**config.mk**
```make
export PLATFORM = sky130hd
export DESIGN_NAME = ps2_mouse_rx_flat
export DESIGN_NICKNAME = d
export VERILOG_FILES = /design/src/rtl/ps2_pkg.sv /design/src/rtl/ps2_mouse_rx_if.sv /design/src/rtl/ps2_line_filter.sv /design/src/rtl/ps2_mouse_rx.sv /design/src/flat_wrapper.sv
export SDC_FILE = /design/constraint.sdc
export NUM_CORES = 1
export LEC_CHECK = 0
export BUFFER_PORTS_ARGS = -buffer_cell sky130_fd_sc_hd__buf_4
export CORE_MARGIN = 1
export CORE_UTILIZATION = 50
export DETAILED_ROUTE_END_ITERATION = 10
export PLACE_DENSITY = 0.7
export RECOVER_POWER = 100
export SLEW_MARGIN = 20
export SYNTH_ARGS = -nofsm -noshare
export SYNTH_HDL_FRONTEND = slang
export SYNTH_SLANG_ARGS = --single-unit
```
**constraint.sdc**
```tcl
create_clock -name qzt_clk -period 2 [get_ports qzt_clk]
set_input_delay 0.2 -clock qzt_clk [delete_from_list [all_inputs] [get_ports qzt_clk]]
set_output_delay 0.2 -clock qzt_clk [all_outputs]
set_load 0.005 [all_outputs]
```
**src/rtl/ps2_pkg.sv**
```systemverilog
// ps2_pkg: shared PS/2 receiver constants (one-hot FSM encodings, frame and mouse packet layout).
package ps2_pkg;
   localparam logic [3:0] ST_IDLE   = 4'b0001;
   localparam logic [3:0] ST_DATA   = 4'b0010;
   localparam logic [3:0] ST_PARITY = 4'b0100;
   localparam logic [3:0] ST_STOP   = 4'b1000;
   localparam int FRAME_BITS      = 11;
   localparam int MOUSE_PKT_BYTES = 3;
   localparam int MOUSE_SYNC_BIT  = 3;
endpackage

```
**src/rtl/ps2_mouse_rx_if.sv**
```systemverilog
// ps2_mouse_rx_if: raw PS/2 lines plus decoded byte/packet strobes; slave = receiver, master = its driver.
interface ps2_mouse_rx_if;
   logic        enable;
   logic        PS2C;
   logic        PS2D;
   logic [7:0]  data;
   logic        byte_valid;
   logic        parity_err;
   logic        frame_err;
   logic [23:0] packet;
   logic        packet_valid;
   logic [3:0]  status;
   modport slave (input enable, PS2C, PS2D,
                  output data, byte_valid, parity_err, frame_err, packet, packet_valid, status);
   modport master (output enable, PS2C, PS2D,
                   input data, byte_valid, parity_err, frame_err, packet, packet_valid, status);
endinterface

```
**src/rtl/ps2_line_filter.sv**
```systemverilog
// ps2_line_filter: 2-FF synchroniser, FILTER_LEN agreement filter and filtered falling-edge pulse.
module ps2_line_filter #(
   parameter int FILTER_LEN = 8
) (
   input  logic qzt_clk,
   input  logic reset,
   input  logic raw_i,
   output logic fall_o
);
   logic [1:0]            sync_q;
   logic [FILTER_LEN-1:0] win_q;
   logic                  level_q, level_d;
   assign level_d = (&win_q) ? 1'b1 : (~|win_q) ? 1'b0 : level_q;
   assign fall_o  = level_q & ~level_d;
   // Preloaded high so an idle bus after reset never looks like an edge.
   always_ff @(posedge qzt_clk) begin
      if (reset) begin
         sync_q  <= '1;
         win_q   <= '1;
         level_q <= 1'b1;
      end else begin
         sync_q  <= {sync_q[0], raw_i};
         win_q   <= {win_q[FILTER_LEN-2:0], sync_q[1]};
         level_q <= level_d;
      end
   end
endmodule

```
**src/rtl/ps2_mouse_rx.sv**
```systemverilog
// ps2_mouse_rx: PS/2 device->host frame receiver and 3-byte mouse packet assembler.
// Define PS2_RX_TIMEOUT_EN to abort frames stalled for TIMEOUT_CYCLES.
module ps2_mouse_rx
   import ps2_pkg::*;
#(
   parameter int FILTER_LEN = 8
`ifdef PS2_RX_TIMEOUT_EN
   , parameter int TIMEOUT_CYCLES = 100000
`endif
) (
   input logic qzt_clk,
   input logic reset,
   ps2_mouse_rx_if.slave bus
);
   logic        fall;
   logic [1:0]  d_sync_q;
   logic        d;
   logic [3:0]  state_q, state_d;
   logic [2:0]  cnt_q, cnt_d;
   logic [7:0]  sh_q, sh_d;
   logic        par_ok_q, par_ok_d;
   logic [7:0]  data_q, data_d;
   logic [1:0]  idx_q, idx_d;
   logic [15:0] pbuf_q, pbuf_d;
   logic [23:0] pkt_q, pkt_d;
   logic        bv_q, bv_d, pv_q, pv_d, pe_q, pe_d, fe_q, fe_d;
`ifdef PS2_RX_TIMEOUT_EN
   logic [31:0] tmo_q, tmo_d;
`endif
   ps2_line_filter #(.FILTER_LEN(FILTER_LEN)) u_clk_filt (
      .qzt_clk(qzt_clk), .reset(reset), .raw_i(bus.PS2C), .fall_o(fall)
   );
   assign d = d_sync_q[1];
   always_comb begin
      state_d  = state_q;
      cnt_d    = cnt_q;
      sh_d     = sh_q;
      par_ok_d = par_ok_q;
      data_d   = data_q;
      idx_d    = idx_q;
      pbuf_d   = pbuf_q;
      pkt_d    = pkt_q;
      bv_d     = 1'b0;
      pv_d     = 1'b0;
      pe_d     = 1'b0;
      fe_d     = 1'b0;
`ifdef PS2_RX_TIMEOUT_EN
      tmo_d    = (fall || !bus.enable || state_q == ST_IDLE) ? '0 : tmo_q + 32'd1;
`endif
      if (!bus.enable) begin
         state_d = ST_IDLE;
         idx_d   = '0;
      end else if (fall) begin
         case (state_q)
            ST_IDLE: begin
               state_d = d ? ST_IDLE : ST_DATA;
               cnt_d   = '0;
            end
            ST_DATA: begin
               sh_d    = {d, sh_q[7:1]};
               cnt_d   = cnt_q + 3'd1;
               state_d = (cnt_q == 3'd7) ? ST_PARITY : ST_DATA;
            end
            ST_PARITY: begin
               par_ok_d = ^{sh_q, d};
               state_d  = ST_STOP;
            end
            ST_STOP: begin
               state_d = ST_IDLE;
               if (!d || !par_ok_q) begin
                  fe_d  = !d;
                  pe_d  = d;
                  idx_d = '0;
               end else begin
                  data_d = sh_q;
                  bv_d   = 1'b1;
                  // A packet may only start on a byte carrying the mouse sync bit.
                  if (idx_q != '0 || sh_q[MOUSE_SYNC_BIT]) begin
                     if (idx_q == 2'(MOUSE_PKT_BYTES - 1)) begin
                        pkt_d = {sh_q, pbuf_q};
                        pv_d  = 1'b1;
                        idx_d = '0;
                     end else begin
                        pbuf_d = {sh_q, pbuf_q[15:8]};
                        idx_d  = idx_q + 2'd1;
                     end
                  end
               end
            end
            default: state_d = ST_IDLE;
         endcase
`ifdef PS2_RX_TIMEOUT_EN
      end else if (state_q != ST_IDLE && tmo_q == 32'(TIMEOUT_CYCLES - 1)) begin
         state_d = ST_IDLE;
         fe_d    = 1'b1;
         idx_d   = '0;
`endif
      end
   end
   always_ff @(posedge qzt_clk) begin
      if (reset) begin
         d_sync_q <= '1;
         state_q  <= ST_IDLE;
         cnt_q    <= '0;
         sh_q     <= '0;
         par_ok_q <= 1'b0;
         data_q   <= '0;
         idx_q    <= '0;
         pbuf_q   <= '0;
         pkt_q    <= '0;
         bv_q     <= 1'b0;
         pv_q     <= 1'b0;
         pe_q     <= 1'b0;
         fe_q     <= 1'b0;
`ifdef PS2_RX_TIMEOUT_EN
         tmo_q    <= '0;
`endif
      end else begin
         d_sync_q <= {d_sync_q[0], bus.PS2D};
         state_q  <= state_d;
         cnt_q    <= cnt_d;
         sh_q     <= sh_d;
         par_ok_q <= par_ok_d;
         data_q   <= data_d;
         idx_q    <= idx_d;
         pbuf_q   <= pbuf_d;
         pkt_q    <= pkt_d;
         bv_q     <= bv_d;
         pv_q     <= pv_d;
         pe_q     <= pe_d;
         fe_q     <= fe_d;
`ifdef PS2_RX_TIMEOUT_EN
         tmo_q    <= tmo_d;
`endif
      end
   end
   assign bus.data         = data_q;
   assign bus.byte_valid   = bv_q;
   assign bus.parity_err   = pe_q;
   assign bus.frame_err    = fe_q;
   assign bus.packet       = pkt_q;
   assign bus.packet_valid = pv_q;
   assign bus.status       = state_q;
endmodule

```
**src/flat_wrapper.sv**
```systemverilog
// flat-port wrapper written by rule: the top's interface ports become plain ports
module ps2_mouse_rx_flat import ps2_pkg::*;
#(
   parameter int FILTER_LEN = 8

)
  (qzt_clk, reset, bus_enable, bus_PS2C, bus_PS2D, bus_data, bus_byte_valid, bus_parity_err, bus_frame_err, bus_packet, bus_packet_valid, bus_status);
  ps2_mouse_rx_if bus_i ();
  input logic qzt_clk;
  input logic reset;
  input wire logic [$bits(bus_i.enable)-1:0] bus_enable;
  input wire logic [$bits(bus_i.PS2C)-1:0] bus_PS2C;
  input wire logic [$bits(bus_i.PS2D)-1:0] bus_PS2D;
  output wire logic [$bits(bus_i.data)-1:0] bus_data;
  output wire logic [$bits(bus_i.byte_valid)-1:0] bus_byte_valid;
  output wire logic [$bits(bus_i.parity_err)-1:0] bus_parity_err;
  output wire logic [$bits(bus_i.frame_err)-1:0] bus_frame_err;
  output wire logic [$bits(bus_i.packet)-1:0] bus_packet;
  output wire logic [$bits(bus_i.packet_valid)-1:0] bus_packet_valid;
  output wire logic [$bits(bus_i.status)-1:0] bus_status;
  assign bus_i.enable = bus_enable;
  assign bus_i.PS2C = bus_PS2C;
  assign bus_i.PS2D = bus_PS2D;
  assign bus_data = bus_i.data;
  assign bus_byte_valid = bus_i.byte_valid;
  assign bus_parity_err = bus_i.parity_err;
  assign bus_frame_err = bus_i.frame_err;
  assign bus_packet = bus_i.packet;
  assign bus_packet_valid = bus_i.packet_valid;
  assign bus_status = bus_i.status;
  ps2_mouse_rx #(.FILTER_LEN(FILTER_LEN)) u_core (.qzt_clk(qzt_clk), .reset(reset), .bus(bus_i));
endmodule
```
==> flow_metrics.py, run 1 <==
metrics = {
    "yosys": {
        "synth_area_leaders": "dfxtp_1 (48%), nand4_1 (8.0%), a21oi_1 (7.8%), o31ai_1 (5.2%), o21ai_0 (4.2%)",
        "synth_top_area_frac": 0.4803,
        "async_flop_share": 0,
        "synth_ff_type": "dfxtp_1",
        "syn_area_um2": 3460,
        "synth_edf_count": 0,
        "syn-instance-count": 375,
        "synth_area_leader_cell": "dfxtp_1",
        "seq_area_frac_synth": 0.4803,
        "syn_area_per_cell_um2": 9.226,
        "synth_cell_types": 38,
        "syn-num-nets": 382,
        "ys_ff_latch": 83,
        "yosys_warnings": 0,
    },
    "routing": {
        "num_vias": 2966,
        "antenna_left": 0,
        "drt_iter0_drc": 143,
        "detail_route.wl_per_cell_um": 16.00,
        "viasPerCell": 6.078,
        "post-route-drc-count": 0,
        "routed_wl_um": 7808,
        "firstDrtPassIters": 5,
    },
    "critical_path": {
        "regToRegEndpoint": "u_core.sh_q[6]$_SDFFE_PP0P_",
        "crit_path_max_incr_delay_ns": 0.48,
        "crit_required_ns": 2.21,
        "end_kind": "register",
        "path_cells": "clkbuf_1 -> nor4b_2 -> nand4_1 -> buf_4 -> mux2i_1 -> nor2_1",
        "slowest_stage": "nor4b_2",
        "crit_path_max_fanout": 8,
        "r2r_setup_slack_ns": 0.17,
        "reg2reg_from": "u_core.bus.status[0]$_SDFFE_PP1P_",
        "cp_top_family": "simple AND/OR/NAND/NOR gates",
        "start_kind": "register",
        "path_class": "register to register",
        "worstPathArrival_ns": 2.05,
        "path_buf_inv": 2,
        "rr_worst_depth": 6,
    },
    "clock_network": {
        "post_cts_buffers": 0,
        "clockBufferDepth": 2,
        "h-tree-depth": 3,
        "clk_latency_ns": 0.36,
        "clk_pin_slew_ns": 0.09,
        "cts_tree": "built",
        "cts_made_buffers": 9,
        "hold_buffers": 0,
        "root_buffer": "clkbuf_8",
        "clock-sinks": 83,
        "ctsResizeCount": 0,
    },
    "cells_and_area": {
        "fin_nets": 413,
        "fill_cells": 574,
        "drive_above_1_share": 0.2190,
        "layout_commonest_cell": "dfxtp_1",
        "layout.cells.non_filler": 488,
        "post-route-util": 0.6207,
        "syn_to_final_growth_pct": 17.18,
        "final_cell_mix": "dfxtp_1 (83), a21oi_1 (54), nand4_1 (44), clkbuf_4 (35), o21ai_0 (29)",
        "diodes": 0,
        "design_area_um2": 4054,
    },
    "grt": {
        "grt_pass1_wl_um": 13030,
        "grt_max_degree": 51,
        "grt_pass1_vias": 2615,
        "grtUsageTotal": 0.2254,
        "gr-total-overflow": 0,
        "antenna_found_initial": 0,
    },
    "sta": {
        "slew_violations": 0,
        "setup_tns_ns": 0,
        "relSlewSlack": 0.3866,
        "fmax_mhz": 545.5,
        "setup_viol": 0,
        "fin_crit_sh": 0.9165,
        "rsz0062_at_grt": "false",
        "post-route-min-period_ns": 1.833,
        "tightest_slew_ns": 0.9201,
        "finalClockSkew_ns": 0.009412,
        "finalHoldViolCount": 0,
    },
    "die": {
        "fp.dieW_um": 85.18,
        "core_area_um2": 6531,
        "die_area_um2": 7256,
        "start_util": 0.5297,
        "rows": 29,
        "pin_count": 45,
        "die_h_um": 85.18,
    },
    "worst_hold_path": {
        "hp-class": "input pin to register",
        "worstHoldStart": "bus_PS2D",
        "holdPathEnd": "u_core.d_sync_q[0]$_SDFF_PP1_",
        "min_path_cells": 2,
    },
    "placed_design": {
        "placed_cells": 472,
        "io_buffers": 44,
        "hpwl_um": 4874,
        "postPlaceCellArea_um2": 3872,
        "globalplace.congestion": 0.7815,
    },
    "run_status": {
        "status": "finished, final reports clean",
    },
    "flow_run": {
        "maxCapViolCount": 0,
    },
    "power": {
        "ir_worst_vdd_mv": 0.4298,
        "leakagePower_uw": 0.001462,
        "total_power_uw": 2960,
        "power.density_nw_per_um2": 730.1,
    },
}
-- metal layers --
metal,vias to the layer above,routed length (um),global-route usage
li1,1457,-,-
met1,1407,3875,0.3401
met2,91,3437,0.3167
met3,11,399,0.04475
met4,0,96,0.08166
met5,-,0,0
-- how the worst max path moves through the flow --
stage | cells after the start | end | slack (ns) | start
3_5_place_dp | 5 | u_core.bus.packet[3]$_SDFFE_PP0P_ | 0.23 | u_core.u_clk_filt.win_q[1]$_SDFF_PP1_
3_3_place_gp | 5 | u_core.bus.packet[8]$_SDFFE_PP0P_ | 0.29 | u_core.u_clk_filt.win_q[1]$_SDFF_PP1_
2_1_floorplan | 5 | u_core.bus.packet[10]$_SDFFE_PP0P_ | 0.39 | u_core.u_clk_filt.win_q[5]$_SDFF_PP1_
6_report | 6 | u_core.sh_q[6]$_SDFFE_PP0P_ | 0.17 | u_core.bus.status[0]$_SDFFE_PP1P_
5_1_grt | 6 | u_core.sh_q[6]$_SDFFE_PP0P_ | 0.03 | u_core.bus.status[3]$_SDFFE_PP0P_
4_1_cts | 5 | u_core.bus.packet[3]$_SDFFE_PP0P_ | 0.21 | u_core.u_clk_filt.win_q[1]$_SDFF_PP1_
-- area by class of cell --
cell class | count | area [um^2] | share of cell area
Sequential cell | 83 | 1662 | 0.4099
Multi-Input combinational cell | 254 | 1633 | 0.4028
Timing Repair Buffer | 58 | 452.9 | 0.1117
Clock buffer | 11 | 151.4 | 0.03735
Tap cell | 77 | 96.34 | 0.02377
Clock inverter | 5 | 58.81 | 0.01451
-- cells by family after synthesis --
kind of cell / after synthesis / share of synthesized area
simple gates: 121 / 0.2217
compound gates: 115 / 0.1924
flops: 83 / 0.4803
buf+inv: 38 / 0.05027
mux: 10 / 0.02893
xor+xnor: 6 / 0.01917
fa+ha+maj: 2 / 0.007232
-- worst register-to-register path: stages, from the launching register on --
cell and delay, ns:
dfxtp_1 0.34, clkbuf_1 0.19, nor4b_2 0.48, nand4_1 0.23, buf_4 0.23, mux2i_1 0.16
nor2_1 0.06
-- report_power, final --
part / switching (uW) / leakage (uW) / internal (uW) / total, uW
combinational: 32.9 / 0.000690 / 14.7 / 47.6
clock: 604 / 0.000102 / 647 / 1250
sequential: 4.88 / 0.000670 / 1660 / 1660
total: 642 / 0.00146 / 2320 / 2960
-- stage by stage --
step | worst slack [ns] | hold WS [ns]
3_3_place_gp | 0.2940 | 0.3840
4_1_cts | 0.2134 | 0.01004
5_1_grt | 0.03165 | 0.01373
3_5_place_dp | 0.2320 | 0.3878
2_1_floorplan | 0.3941 | 0.3038
6_report | 0.1669 | 0.02050
-- cell usage after synthesis, types with 2 or more instances --
| library cell | count |
|---|---|
| a21oi_1 | 54 |
| and3_1 | 2 |
| buf_2 | 10 |
| buf_4 | 5 |
| clkbuf_1 | 23 |
| dfxtp_1 | 83 |
| ha_1 | 2 |
| mux2i_1 | 10 |
| nand2_1 | 6 |
| nand2b_1 | 2 |
| nand3_1 | 13 |
| nand4_1 | 44 |
| nor2_1 | 16 |
| nor2b_1 | 7 |
| nor3b_1 | 4 |
| nor4_1 | 2 |
| nor4_4 | 2 |
| nor4b_4 | 2 |
| o2111ai_1 | 2 |
| o21ai_0 | 29 |
| o31ai_1 | 24 |
| or2_2 | 14 |
| xnor2_1 | 4 |
-- state kept, by name (all words and copies together) (netlist names) --
| register | flops |
|---|---|
| u_core.bus.status | 4 |
| u_core.bus.data | 8 |
| u_core.bus.packet_valid | 1 |
| u_core.bus.byte_valid | 1 |
| u_core.bus.frame_err | 1 |
| u_core.u_clk_filt.sync_q | 2 |
| u_core.par_ok_q | 1 |
| u_core.u_clk_filt.win_q | 8 |
| u_core.idx_q | 2 |
| u_core.pbuf_q | 16 |
| u_core.bus.parity_err | 1 |
| u_core.sh_q | 8 |
| u_core.bus.packet | 24 |
| u_core.cnt_q | 3 |
| u_core.u_clk_filt.level_q | 1 |
| u_core.d_sync_q | 2 |
(Power assumes the default switching activity.)
==> run 2, diff against run 1 <==
--- a/config.mk
+++ b/config.mk
@@ -6,9 +6,9 @@
 export NUM_CORES = 1
 export LEC_CHECK = 0
 export BUFFER_PORTS_ARGS = -buffer_cell sky130_fd_sc_hd__buf_4
-export CORE_MARGIN = 1
 export CORE_UTILIZATION = 50
 export DETAILED_ROUTE_END_ITERATION = 10
+export MAX_ROUTING_LAYER = met4
 export PLACE_DENSITY = 0.7
 export RECOVER_POWER = 100
 export SLEW_MARGIN = 20
==> flow_metrics.py, run 2 (synthesized netlist as in run 1, its figures left out) <==
metrics = {
    "power": {
        "ir_worst_vdd_mv": 0.4329,
        "power.density_nw_per_um2": 729.6,
        "leakagePower_uw": 0.001462,
    },
    "sta": {
        "relSlewSlack": 0.3774,
        "fmax_mhz": 545.6,
        "finalClockSkew_ns": 0.01064,
        "setup_tns_ns": 0,
        "slew_violations": 0,
        "post-route-min-period_ns": 1.833,
        "tightest_slew_ns": 0.9339,
        "rsz0062_at_grt": "false",
        "setup_viol": 0,
        "finalHoldViolCount": 0,
        "fin_crit_sh": 0.9165,
    },
    "clock_network": {
        "cts_tree": "built",
        "ctsResizeCount": 0,
        "hold_buffers": 0,
        "clock-sinks": 83,
        "clk_pin_slew_ns": 0.09,
        "root_buffer": "clkbuf_8",
        "cts_made_buffers": 9,
        "clockBufferDepth": 2,
        "h-tree-depth": 3,
        "clk_latency_ns": 0.35,
        "post_cts_buffers": 0,
    },
    "routing": {
        "antenna_left": 0,
        "drt_iter0_drc": 140,
        "post-route-drc-count": 0,
        "routed_wl_um": 7849,
        "firstDrtPassIters": 4,
        "num_vias": 2945,
        "detail_route.wl_per_cell_um": 16.08,
        "viasPerCell": 6.035,
    },
    "die": {
        "start_util": 0.5297,
        "core_area_um2": 6531,
        "pin_count": 45,
        "rows": 29,
        "fp.dieW_um": 85.18,
        "die_h_um": 85.18,
        "die_area_um2": 7256,
    },
    "grt": {
        "antenna_found_initial": 0,
        "grt_max_degree": 51,
        "grtUsageTotal": 0.2331,
        "grt_pass1_wl_um": 13080,
        "grt_pass1_vias": 2616,
        "gr-total-overflow": 0,
    },
    "critical_path": {
        "path_class": "register to register",
        "rr_worst_depth": 6,
        "start_kind": "register",
        "end_kind": "register",
        "crit_required_ns": 2.21,
        "worstPathArrival_ns": 2.04,
        "crit_path_max_fanout": 8,
    },
    "placed_design": {
        "postPlaceCellArea_um2": 3872,
        "hpwl_um": 4874,
        "io_buffers": 44,
        "globalplace.congestion": 0.7924,
    },
    "run_status": {
        "status": "finished, final reports clean",
    },
    "cells_and_area": {
        "final_cell_mix": "dfxtp_1 (83), a21oi_1 (54), nand4_1 (44), clkbuf_4 (35), o21ai_0 (29)",
        "largest_register_ffs": 24,
        "register_area_um2": 1662,
        "drive_above_1_share": 0.2190,
        "design_area_um2": 4054,
        "multiInputGateArea_um2": 1633,
        "layout_commonest_cell": "dfxtp_1",
        "fin_nets": 413,
        "fill_cells": 574,
        "diodes": 0,
        "syn_to_final_growth_pct": 17.18,
    },
    "worst_hold_path": {
        "hp-class": "input pin to register",
        "min_path_cells": 2,
    },
    "flow_run": {
        "maxCapViolCount": 0,
    },
}
[run 2: routing by layer]
layer | part of all wire | vias to the layer above | global-route usage
li1 | - | 1458 | -
met1 | 0.51 | 1405 | 0.3432
met2 | 0.44 | 74 | 0.3167
met3 | 0.042 | 8 | 0.04377
met4 | 0.010 | 0 | 0.08166
met5 | 0 | - | -
[run 2: where the power goes]
part	total, uW	switching (uW)	internal, uW
logic	47.5	32.8	14.7
registers	1660	4.78	1660
clock network	1250	603	647
[run 2: metrics by stage]
step / setup slack [ns] / power (uW) / utilization / hold slack (ns) / std cells
floorplan: 0.3941 / 1731 / - / 0.3038 / 375
global placement: 0.2940 / 1747 / 0.5929 / 0.3840 / 472
detailed placement: 0.2320 / 1747 / 0.5929 / 0.3878 / 472
CTS: 0.2134 / 2980 / 0.6251 / 0.01004 / 488
global route: 0.03234 / 3059 / 0.6207 / 0.01373 / 488
finish: 0.1670 / 2958 / 0.6207 / 0.02527 / 488
[run 2: final timing paths]
kind | from | to | slack (ns)
max | u_core.bus.status[0]$_SDFFE_PP1P_ | u_core.sh_q[6]$_SDFFE_PP0P_ | 0.17
min | bus_PS2D | u_core.d_sync_q[0]$_SDFF_PP1_ | 0.03
min reg2reg | u_core.u_clk_filt.sync_q[1]$_SDFF_PP1_ | u_core.u_clk_filt.win_q[0]$_SDFF_PP1_ | 0.41
max reg2reg | u_core.bus.status[0]$_SDFFE_PP1P_ | u_core.sh_q[6]$_SDFFE_PP0P_ | 0.17
[run 2: worst max-delay path, cell delays in order, from the launching register on]
cell,delay (ns)
dfxtp_1,0.34
clkbuf_1,0.20
nor4b_2,0.48
nand4_1,0.23
buf_4,0.23
mux2i_1,0.16
nor2_1,0.06
[run 2: final cells by class]
| type | instances | share of cell area |
|---|---|---|
| multi-input combinational | 254 | 0.4028 |
| timing repair buffer | 58 | 0.1117 |
| sequential | 83 | 0.4099 |
| tap | 77 | 0.02377 |
| clock inverter | 5 | 0.01451 |
| clock buffer | 11 | 0.03735 |
